**config.mk**
```make
export PLATFORM = sky130hd
export DESIGN_NAME = kmeans_ctrl
export DESIGN_NICKNAME = d
export VERILOG_FILES = /design/src/rtl/kmeans_ctrl.sv
export SDC_FILE = /design/constraint.sdc
export NUM_CORES = 1
export LEC_CHECK = 0
export BUFFER_PORTS_ARGS = -buffer_cell sky130_fd_sc_hd__buf_2
export CORE_ASPECT_RATIO = 0.8
export CORE_MARGIN = 2
export CORE_UTILIZATION = 51
export DETAILED_ROUTE_END_ITERATION = 12
export GPL_TIMING_DRIVEN = 0
export PLACE_DENSITY = 0.85
export SKIP_LAST_GASP = 1
export SYNTH_ARGS = -nofsm -noshare
export SYNTH_HDL_FRONTEND = slang
export SYNTH_SLANG_ARGS = --single-unit
```
**constraint.sdc**
```tcl
create_clock -name clk -period 2.86 [get_ports clk]
set_input_delay 0.143 -clock clk [delete_from_list [all_inputs] [get_ports clk]]
set_output_delay 0.143 -clock clk [all_outputs]
set_load 0.02 [all_outputs]
```
**src/rtl/kmeans_ctrl.sv**
```systemverilog
// kmeans_ctrl: frame sequencer for the k-means distance datapath.
// Streams N_PIX pixels into the datapath, tracks the in-flight strobes for
// DP_LAT cycles, and accumulates a per-cluster histogram and a distance sum.
module kmeans_ctrl #(
    parameter int N_PIX  = 64,
    parameter int DP_LAT = 1
) (
    input  logic        clk,
    input  logic        rst,
    input  logic        start,
    input  logic        pix_valid,
    input  logic [23:0] pix_data,
    output logic        pix_ready,
    output logic        dp_clear,
    output logic        dp_c_en,
    output logic        dp_if_en,
    output logic [23:0] dp_if_in,
    input  logic [2:0]  dp_index,
    input  logic [9:0]  dp_distance,
    output logic        res_valid,
    output logic [2:0]  res_index,
    output logic [9:0]  res_distance,
    input  logic [2:0]  hist_sel,
    output logic [9:0]  hist_cnt,
    output logic [19:0] dist_sum,
    output logic        busy,
    output logic        done
);

    localparam logic [2:0] IDLE  = 3'd0;
    localparam logic [2:0] CLEAR = 3'd1;
    localparam logic [2:0] LOAD  = 3'd2;
    localparam logic [2:0] RUN   = 3'd3;
    localparam logic [2:0] DRAIN = 3'd4;
    localparam logic [2:0] DONE  = 3'd5;

    logic [2:0]        state, state_nxt;
    logic [9:0]        acc;
    logic [DP_LAT-1:0] flight;
    logic              tap;
    logic              last_pix;
    logic [9:0]        hist [8];

    // Strobes are pure decodes of the state; the pixel handshake is combinational.
    always_comb begin
        pix_ready = (state == RUN);
        dp_if_en  = pix_valid & pix_ready;
        dp_clear  = (state == CLEAR);
        dp_c_en   = (state == LOAD);
        busy      = (state != IDLE);
        done      = (state == DONE);
        dp_if_in  = pix_data;
        hist_cnt  = hist[hist_sel];
        tap       = flight[DP_LAT-1];
        last_pix  = dp_if_en && (acc == 10'(N_PIX - 1));
    end

    // Next-state logic; start only matters in IDLE.
    always_comb begin
        state_nxt = state;
        case (state)
            IDLE:    if (start) state_nxt = CLEAR;
            CLEAR:   state_nxt = LOAD;
            LOAD:    state_nxt = RUN;
            RUN:     if (last_pix) state_nxt = DRAIN;
            DRAIN:   if (flight == '0 && !res_valid) state_nxt = DONE;
            DONE:    state_nxt = IDLE;
            default: state_nxt = IDLE;
        endcase
    end

    // State register, accept counter and in-flight strobe delay line.
    always_ff @(posedge clk) begin
        if (!rst) begin
            state  <= IDLE;
            acc    <= '0;
            flight <= '0;
        end else begin
            state  <= state_nxt;
            flight <= (flight << 1) | DP_LAT'(dp_if_en);
            if (state == CLEAR)
                acc <= '0;
            else if (dp_if_en)
                acc <= acc + 10'd1;
        end
    end

    // Capture datapath results when a strobe emerges from the delay line.
    always_ff @(posedge clk) begin
        if (!rst) begin
            res_valid    <= 1'b0;
            res_index    <= '0;
            res_distance <= '0;
        end else begin
            res_valid <= tap;
            if (tap) begin
                res_index    <= dp_index;
                res_distance <= dp_distance;
            end
        end
    end

    // Frame statistics; widths cover N_PIX<=1023 so no saturation is needed.
    always_ff @(posedge clk) begin
        if (!rst || state == CLEAR) begin
            for (int i = 0; i < 8; i++) hist[i] <= '0;
            dist_sum <= '0;
        end else if (tap) begin
            hist[dp_index] <= hist[dp_index] + 10'd1;
            dist_sum       <= dist_sum + 20'(dp_distance);
        end
    end

endmodule

```
==> reports/results.ini, run 1 <==
[outcome]
status=completed

[cts]
cts_buffers=17
clock_sinks=128
cts_tree=done
clock_latency_ps=420
cts_htree_levels=4
cts_buffer_depth=2
ctsRootBufferMaster=clkbuf_16
clk_pin_slew_ps=60
hold_buffers=0

[worst_setup_path]
r2r_start=hist[6][0]
crit_fanout=9
critPathLaunchType=flip-flop
crit_path_start=hist[6][0]
cp.required_ps=3000
endpoint_kind=flip-flop
critPathKind=flip-flop to flip-flop
cp.arrival_ps=2970

[synth]
synth.mux.area_fraction_pct=17.0
synth_area_leaders=edfxtp_1 35%, dfxtp_1 14%, mux4_2 9.1%
synth_compound_area_share_pct=6.11
syn-num-nets=670
yosys.area_share.simple_pct=16.1
async_flop_share_pct=0
syn_area_mm2=0.00690
syn_area_per_cell_um2=11.3
syn-instance-count=613
synth_top_area_share_pct=34.8
synth_top_family_by_area=multiplexers
synth_fa_ha_area_share_pct=2.47
synth-edff-count=80
synth-xor-area-share_pct=3.92
ys_ff_latch=128
yosysSeqAreaShare_pct=48.7
synthFlopType=edfxtp_1
synth_top_area_cell=edfxtp_1
yosysWarnings=0
synth_cell_types=59

[final_layout]
final_cells=912
area_growth_pct=18.7
layout-drive-gt1-share_pct=27.4
utilization_pct=62.7
final_cell_mix=117 x nor2_1, 93 x buf_2, 80 x edfxtp_1
layout_commonest_cell=nor2_1
nNetsFinal=781

[timing]
setup_viol=0
timing_hold_violations_final=0
tightestPinTransition_ps=909
clock_skew_ps=6.50
tns_ps=0
rsz0062_at_grt=true
maxSlewHeadroom_pct=39.4
layout_min_cycle_time_ps=2820
period_share_pct=98.7
max_freq_mhz=354
slew_viol_final=0
worst_slack_ps=36.1

[global_routing]
grt_pass1_wl_mm=27.6
grt-ovfl-total=0
grt.total_usage_pct=25.4
grt_pass1_vias=5341
antenna_found_initial=0
grt_max_degree=17

[die]
rows=37
dieWidth_um=134
die_area_mm2=0.0145
core_area_mm2=0.0131
die_h_um=108
initial_core_util_pct=52.8
ios=118

[drt]
drt_iter0_drc=628
wl_mm=18.0
num_vias=5469
via_per_inst=6.00
routedWlPerCell_um=19.7
drc_errors=0
first_pass_iters=6
ant_nets=0

[place]
dp.cells=876
port_buffers=88
dp_hpwl_mm=12.4
gp_congestion=0.949
dp_slack_ps=-412

[power_and_ir_drop]
power_per_cell_area_mw_per_mm2=593
ir_worst_vdd_uv=436
leakage_nw=3.26

[min_path]
worstHoldStart=dp_distance[4]
hold_class=input port to flip-flop

[job]
maxCapViolCount=0

-- critical path: stages, from the launching register on --
cell and delay (ps):
edfxtp_1 360, mux2i_1 80, mux4_2 540, nor2_4 260, ha_1 240, nand3b_1 200, xnor2_1 750, nor2_1 110
-- worst paths after layout --
path	endpoint	slack (ps)	cells after the start
setup / recovery	hist[4][4]	40	7
hold / removal	res_distance[4]	10	3
setup reg to reg	hist[4][4]	40	7
hold reg to reg	dist_sum[19]	480	2
-- synth_stat cells, types with 8 or more instances --
cell type  instances
a21oi_1           17
and3_1             8
buf_4             25
clkbuf_1          22
dfxtp_1           48
edfxtp_1          80
ha_1              12
inv_1             11
mux2_2            12
mux2i_1           33
mux4_2            28
nand2_1           33
nand3_1           13
nor2_1           118
nor2b_1           18
nor3_1            11
o21ai_0           16
xnor2_1           18
xor2_1            11
-- where the power goes --
group          internal [W]  total (W)  switching (W)
Combinational      0.000244   0.000638       0.000394
Sequential          0.00205    0.00210      0.0000465
Clock               0.00135    0.00211       0.000764
-- cells by family after synthesis --
| family | count (synthesis) |
|---|---|
| flip-flops | 128 |
| buffers and inverters | 70 |
| AO/OA/AOI/OAI | 62 |
| XOR/XNOR | 30 |
| adder cells (fa/ha/maj) | 13 |
| multiplexers | 76 |
| AND/OR/NAND/NOR | 234 |
-- per-stage QoR --
stage                     hold WS (ps)  area (um^2)  total power (W)
after floorplan                    313         6900          0.00254
after global placement             421         7560          0.00271
after detailed placement           443         7560          0.00273
after CTS                         9.18         8170          0.00483
after global routing              19.6         8180          0.00496
final                             10.3         8190          0.00485
-- layout make-up --
type                            count  area, um^2
Buffer                             58         342
Multi-Input combinational cell    415        3180
Antenna cell                        1        2.50
Tap cell                          175         219
Timing Repair Buffer               92         470
Clock inverter                      9         116
Clock buffer                       22         444
Inverter                           12        45.0
Sequential cell                   128        3360
Fill cell                        1007        4870
-- registers in the layout, indices dropped and copies added (netlist names) --
register / count
acc: 10
dist_sum: 20
flight: 1
hist: 80
res_distance: 10
res_index: 3
res_valid: 1
state: 3
-- metal layers --
layer | vias up | global-route usage [%] | share of wire (%)
li1 | 2413 | - | -
met1 | 2645 | 33.6 | 40
met2 | 363 | 40.0 | 47
met3 | 48 | 6.94 | 11
met4 | 0 | 10.7 | 2.3
met5 | - | 0 | 0
-- timing repair --
item / CTS / global route
gates cloned: 0 / 0
gates resized for setup: 6 / 4
pin swaps: 2 / 0
setup buffers: 4 / 0
setup endpoints to repair: 54 / 76
No activity file was read; power rests on OpenSTA's default activity.
==> inputs of run 2 (changes only) <==
- CTS_CLUSTER_SIZE: default -> 16
- PLACE_DENSITY: 0.85 -> 0.76
- SETUP_SLACK_MARGIN: default -> 0.05
==> reports/results.ini, run 2 (synthesized netlist as in run 1, its figures left out) <==
[cts]
hold_buffers=0
cts_tree=done
ctsRootBufferMaster=clkbuf_16
clock_latency_ps=420
cts_htree_levels=4
clk_pin_slew_ps=50
cts_buffer_depth=2
cts_buffers=17
clock_sinks=128

[drt]
highest_layer=met4
met2_length_mm=8.84
first_pass_iters=6
drc_errors=0
drt_iter0_drc=649
wl_mm=18.3
ant_nets=0
dr_wl_met3_mm=1.92
num_vias=5410
via_per_inst=5.94
routedWlPerCell_um=20.1
drt-met1-wl_mm=7.22

[timing]
rsz0062_at_grt=true
slew_viol_final=0
maxSlewHeadroom_pct=39.3
setup_viol=0
layout_min_cycle_time_ps=2830
period_share_pct=99.0
clock_skew_ps=5.80
worst_slack_ps=29.7
tightestPinTransition_ps=911
max_freq_mhz=353
timing_hold_violations_final=0

[global_routing]
grt_pass1_vias=5302
grt_pass1_wl_mm=28.0
grt.total_usage_pct=25.7
grt-ovfl-total=0
antenna_found_initial=0
grt_max_degree=17

[worst_setup_path]
critPathBufInv=0
crit_fanout=8
r2r_start=hist[0][4]
worstPathCellList=mux4_1 > mux2i_1 > nand3b_4 > nor2_1 > xor2_1 > nor2_1
critPathCapture=hist[5][7]
r2r_end=hist[5][7]
cp.required_ps=3000
endpoint_kind=flip-flop
rrSetupSlack_ps=30
r2r_cells=6
crit_family=multiplexers
max_stage_delay_ps=600
critPathLaunchType=flip-flop
critical_path_depth=6
cpMostUsedCell=nor2_1
critPathSlowestCell=xor2_1
cp.arrival_ps=2970
critPathKind=flip-flop to flip-flop
crit_path_start=hist[0][4]

[final_layout]
largest_reg_flops=80
nNetsFinal=780
utilization_pct=62.7
layout_commonest_cell=nor2_1
final_cell_mix=117 x nor2_1, 93 x buf_2, 80 x edfxtp_1
reg_top3=hist (80), dist_sum (20)
layout-drive-gt1-share_pct=28.5
finalInstanceArea_mm2=0.00818
area_growth_pct=18.6
regMostFlops=hist
n_antenna_cell=0

[die]
core_area_mm2=0.0131
rows=37
die_h_um=108
initial_core_util_pct=52.8
die_area_mm2=0.0145
dieWidth_um=134
ios=118

[place]
port_buffers=88
dp_slack_ps=-448
placed_area_mm2=0.00756
dp_hpwl_mm=12.8
gp_congestion=0.997

[power_and_ir_drop]
leakage_nw=3.26
power_per_cell_area_mw_per_mm2=571
ir_worst_vdd_uv=530

[min_path]
min_path_cells=3
hold_class=input port to flip-flop

[outcome]
status=completed

[job]
maxCapViolCount=0

==> run 2: cell count changes in the layout (fill, tap and decap cells not counted), sizes merged <==
cell / previous run / this run
buf: 128 / 127
bufinv: 3 / 0
clkbuf: 44 / 48
clkinv: 7 / 6
clkinvlp: 0 / 1
diode: 1 / 0
==> run 2: cell type report <==
class                           count  area (um^2)
Clock buffer                       26          499
Buffer                             57          339
Inverter                           12         45.0
Fill cell                        1040         4870
Multi-Input combinational cell    415         3220
Tap cell                          175          219
Timing Repair Buffer               92          470
Clock inverter                      6         31.3
Sequential cell                   128         3360
==> run 2: what timing repair did <==
item	CTS	global route
hold endpoints to repair	0	0
pin swaps	1	1
buffers inserted	2	2
resized for setup	9	9
setup endpoints to repair	54	99
==> run 2: metal layers <==
layer / track usage, % / up-vias
met5: 0 / -
met3: 7.69 / 34
met2: 41.9 / 336
met4: 8.20 / 0
li1: - / 2415
met1: 33.4 / 2625
==> run 2: worst min-delay path by stage <==
stage,startpoint,end,slack [ps]
2_1_floorplan,dp_distance[9],res_distance[9],310
3_3_place_gp,dp_distance[0],res_distance[0],420
3_5_place_dp,dp_distance[4],res_distance[4],430
4_1_cts,dp_distance[4],res_distance[4],5
5_1_grt,dp_distance[0],res_distance[0],20
6_report,dp_distance[4],res_distance[4],10
==> run 2: stage by stage <==
step	power (W)	setup TNS (ps)	instances	hold WS [ps]
CTS	0.00466	0	910	4.51
finish	0.00468	0	911	14.3
global placement	0.00271	-8920	876	422
global route	0.00481	-199	911	19.2
floorplan	0.00254	0	613	313
detailed placement	0.00274	-13120	876	433
==> run 2: worst reg2reg max path: stages, from the launching register on <==
cell and delay [ps]:
edfxtp_1 400, mux4_1 570, mux2i_1 510, nand3b_4 290
nor2_1 70, xor2_1 600, nor2_1 100
==> run 2: power breakdown <==
part / switching [W] / total (W) / internal, W
clock: 0.000745 / 0.00193 / 0.00119
sequential: 0.0000457 / 0.00210 / 0.00205
combinational: 0.000397 / 0.000643 / 0.000246
total: 0.00119 / 0.00468 / 0.00349
==> inputs of run 3 (changes only) <==
- CORE_MARGIN: 2 -> default
- REMOVE_ABC_BUFFERS: default -> 1
==> reports/results.ini, run 3 (synthesized netlist as in run 1, its figures left out) <==
[outcome]
status=finished with violations
violations=negative setup slack

[timing]
clock_skew_ps=8.19
whs_ps=13.4
slew_viol_final=0
layout_min_cycle_time_ps=2860
rsz0062_at_grt=true
worst_slack_ps=-2.92
setup_viol=1
period_share_pct=100
maxSlewHeadroom_pct=38.4
timing_hold_violations_final=0
max_freq_mhz=349
tightestPinTransition_ps=911

[power_and_ir_drop]
p_switching_w=0.00117
intPower_w=0.00379
power_per_cell_area_mw_per_mm2=630
ir_worst_vdd_uv=404
netSwitchingFraction_pct=23.6
finalPower_w=0.00496
pwr-share-clk_pct=46.7
leakage_nw=3.04
share_seq_of_total_power_pct=42.4
combPwrFrac_pct=10.9

[die]
die_area_mm2=0.0140
ios=118
core_area_mm2=0.0130
dieWidth_um=132
initial_core_util_pct=53.0
rows=37
die_h_um=106

[drt]
routedWlPerCell_um=21.1
ant_nets=0
first_pass_iters=6
via_per_inst=6.13
wl_mm=17.6
num_vias=5124
drc_errors=0
drt_iter0_drc=789

[final_layout]
area_growth_pct=14.1
final_cell_mix=117 x nor2_1, 80 x edfxtp_1, 68 x buf_2
nNetsFinal=705
n_antenna_cell=0
reg_top3=hist (80), dist_sum (20)
layout_commonest_cell=nor2_1
largest_reg_flops=80
layout-drive-gt1-share_pct=24.4
final_cells=836
regMostFlops=hist

[place]
gp_congestion=0.849
dp_hpwl_mm=11.3
dp.cells=799
port_buffers=69

[cts]
cts_buffer_depth=2
cts_htree_levels=4
ctsRootBufferMaster=clkbuf_16
clock_latency_ps=420
cts_buffers=17
clk_pin_slew_ps=60
clock_sinks=128
cts_tree=done

[job]
maxCapViolCount=0

[worst_setup_path]
crit_family=simple AND/OR/NAND/NOR gates
cp.arrival_ps=2940
critPathKind=flip-flop to flip-flop
endpoint_kind=flip-flop
worstPathCellList=nor3b_1 > nor2b_4 > nand2_1 > or4_1 > nand2_2
cp.required_ps=2930
crit_fanout=14
max_stage_delay_ps=790
critPathBufInv=0
critPathLaunchType=flip-flop
critPathSlowestCell=or4_1

[global_routing]
grt_pass1_vias=4967
antenna_found_initial=0
grt-ovfl-total=0
grt_max_degree=37
grt.total_usage_pct=26.4
grt_pass1_wl_mm=27.4

[min_path]
hold_class=input port to flip-flop

[run 3: final timing paths]
| path | to | start | slack, ps | cells after the start |
|---|---|---|---|---|
| min reg2reg | res_index[2] | res_index[2] | 490 | 2 |
| max reg2reg | hist[0][4] | state[2] | -3 | 5 |
| min | res_distance[2] | dp_distance[2] | 10 | 3 |
| max | hist[0][4] | state[2] | -3 | 5 |
[run 3: final cells by class]
cell class	instances	area, um^2
well taps	175	219
fillers	981	5140
repair buffers	74	388
flip-flops and latches	128	3360
clock inverters	13	193
clock buffers	19	433
multi-input cells	415	3220
inverters	12	48.8
[run 3: layer usage]
layer	routed length (um)	GRT usage, %
met5	0	0
met4	337	9.63
met3	1840	8.54
met2	8130	40.3
met1	7320	35.1
[run 3: what timing repair did]
action,in CTS,in global routing
hold buffers,1,0
resized for setup,13,7
endpoints found under the hold margin,1,0
setup endpoints to repair,98,87
setup buffers,3,1
pin swaps,3,0
[run 3: metrics by stage]
stage	setup TNS [ps]	setup slack [ps]	cell area [um^2]	util [%]
2_1_floorplan	0	119	6560	-
3_3_place_gp	-48790	-687	7120	54.7
3_5_place_dp	-56620	-820	7120	54.7
4_1_cts	-2690	-144	7820	60.1
5_1_grt	-2970	-114	7870	60.5
6_report	-2.92	-2.92	7870	60.5
[run 3: worst reg2reg max path: cells and delay by family, from the launching register on]
kind | cells | cell delay (ps)
and+or+nand+nor | 5 | 2010
DFF | 1 | 500
[run 3: power groups by stage]
stage	Clock, W	Sequential (W)	Combinational (W)
2_1_floorplan	0	0.00212	0.000333
3_3_place_gp	0	0.00213	0.000494
3_5_place_dp	0	0.00214	0.000510
4_1_cts	0.00232	0.00210	0.000524
5_1_grt	0.00240	0.00211	0.000578
6_report	0.00232	0.00210	0.000540
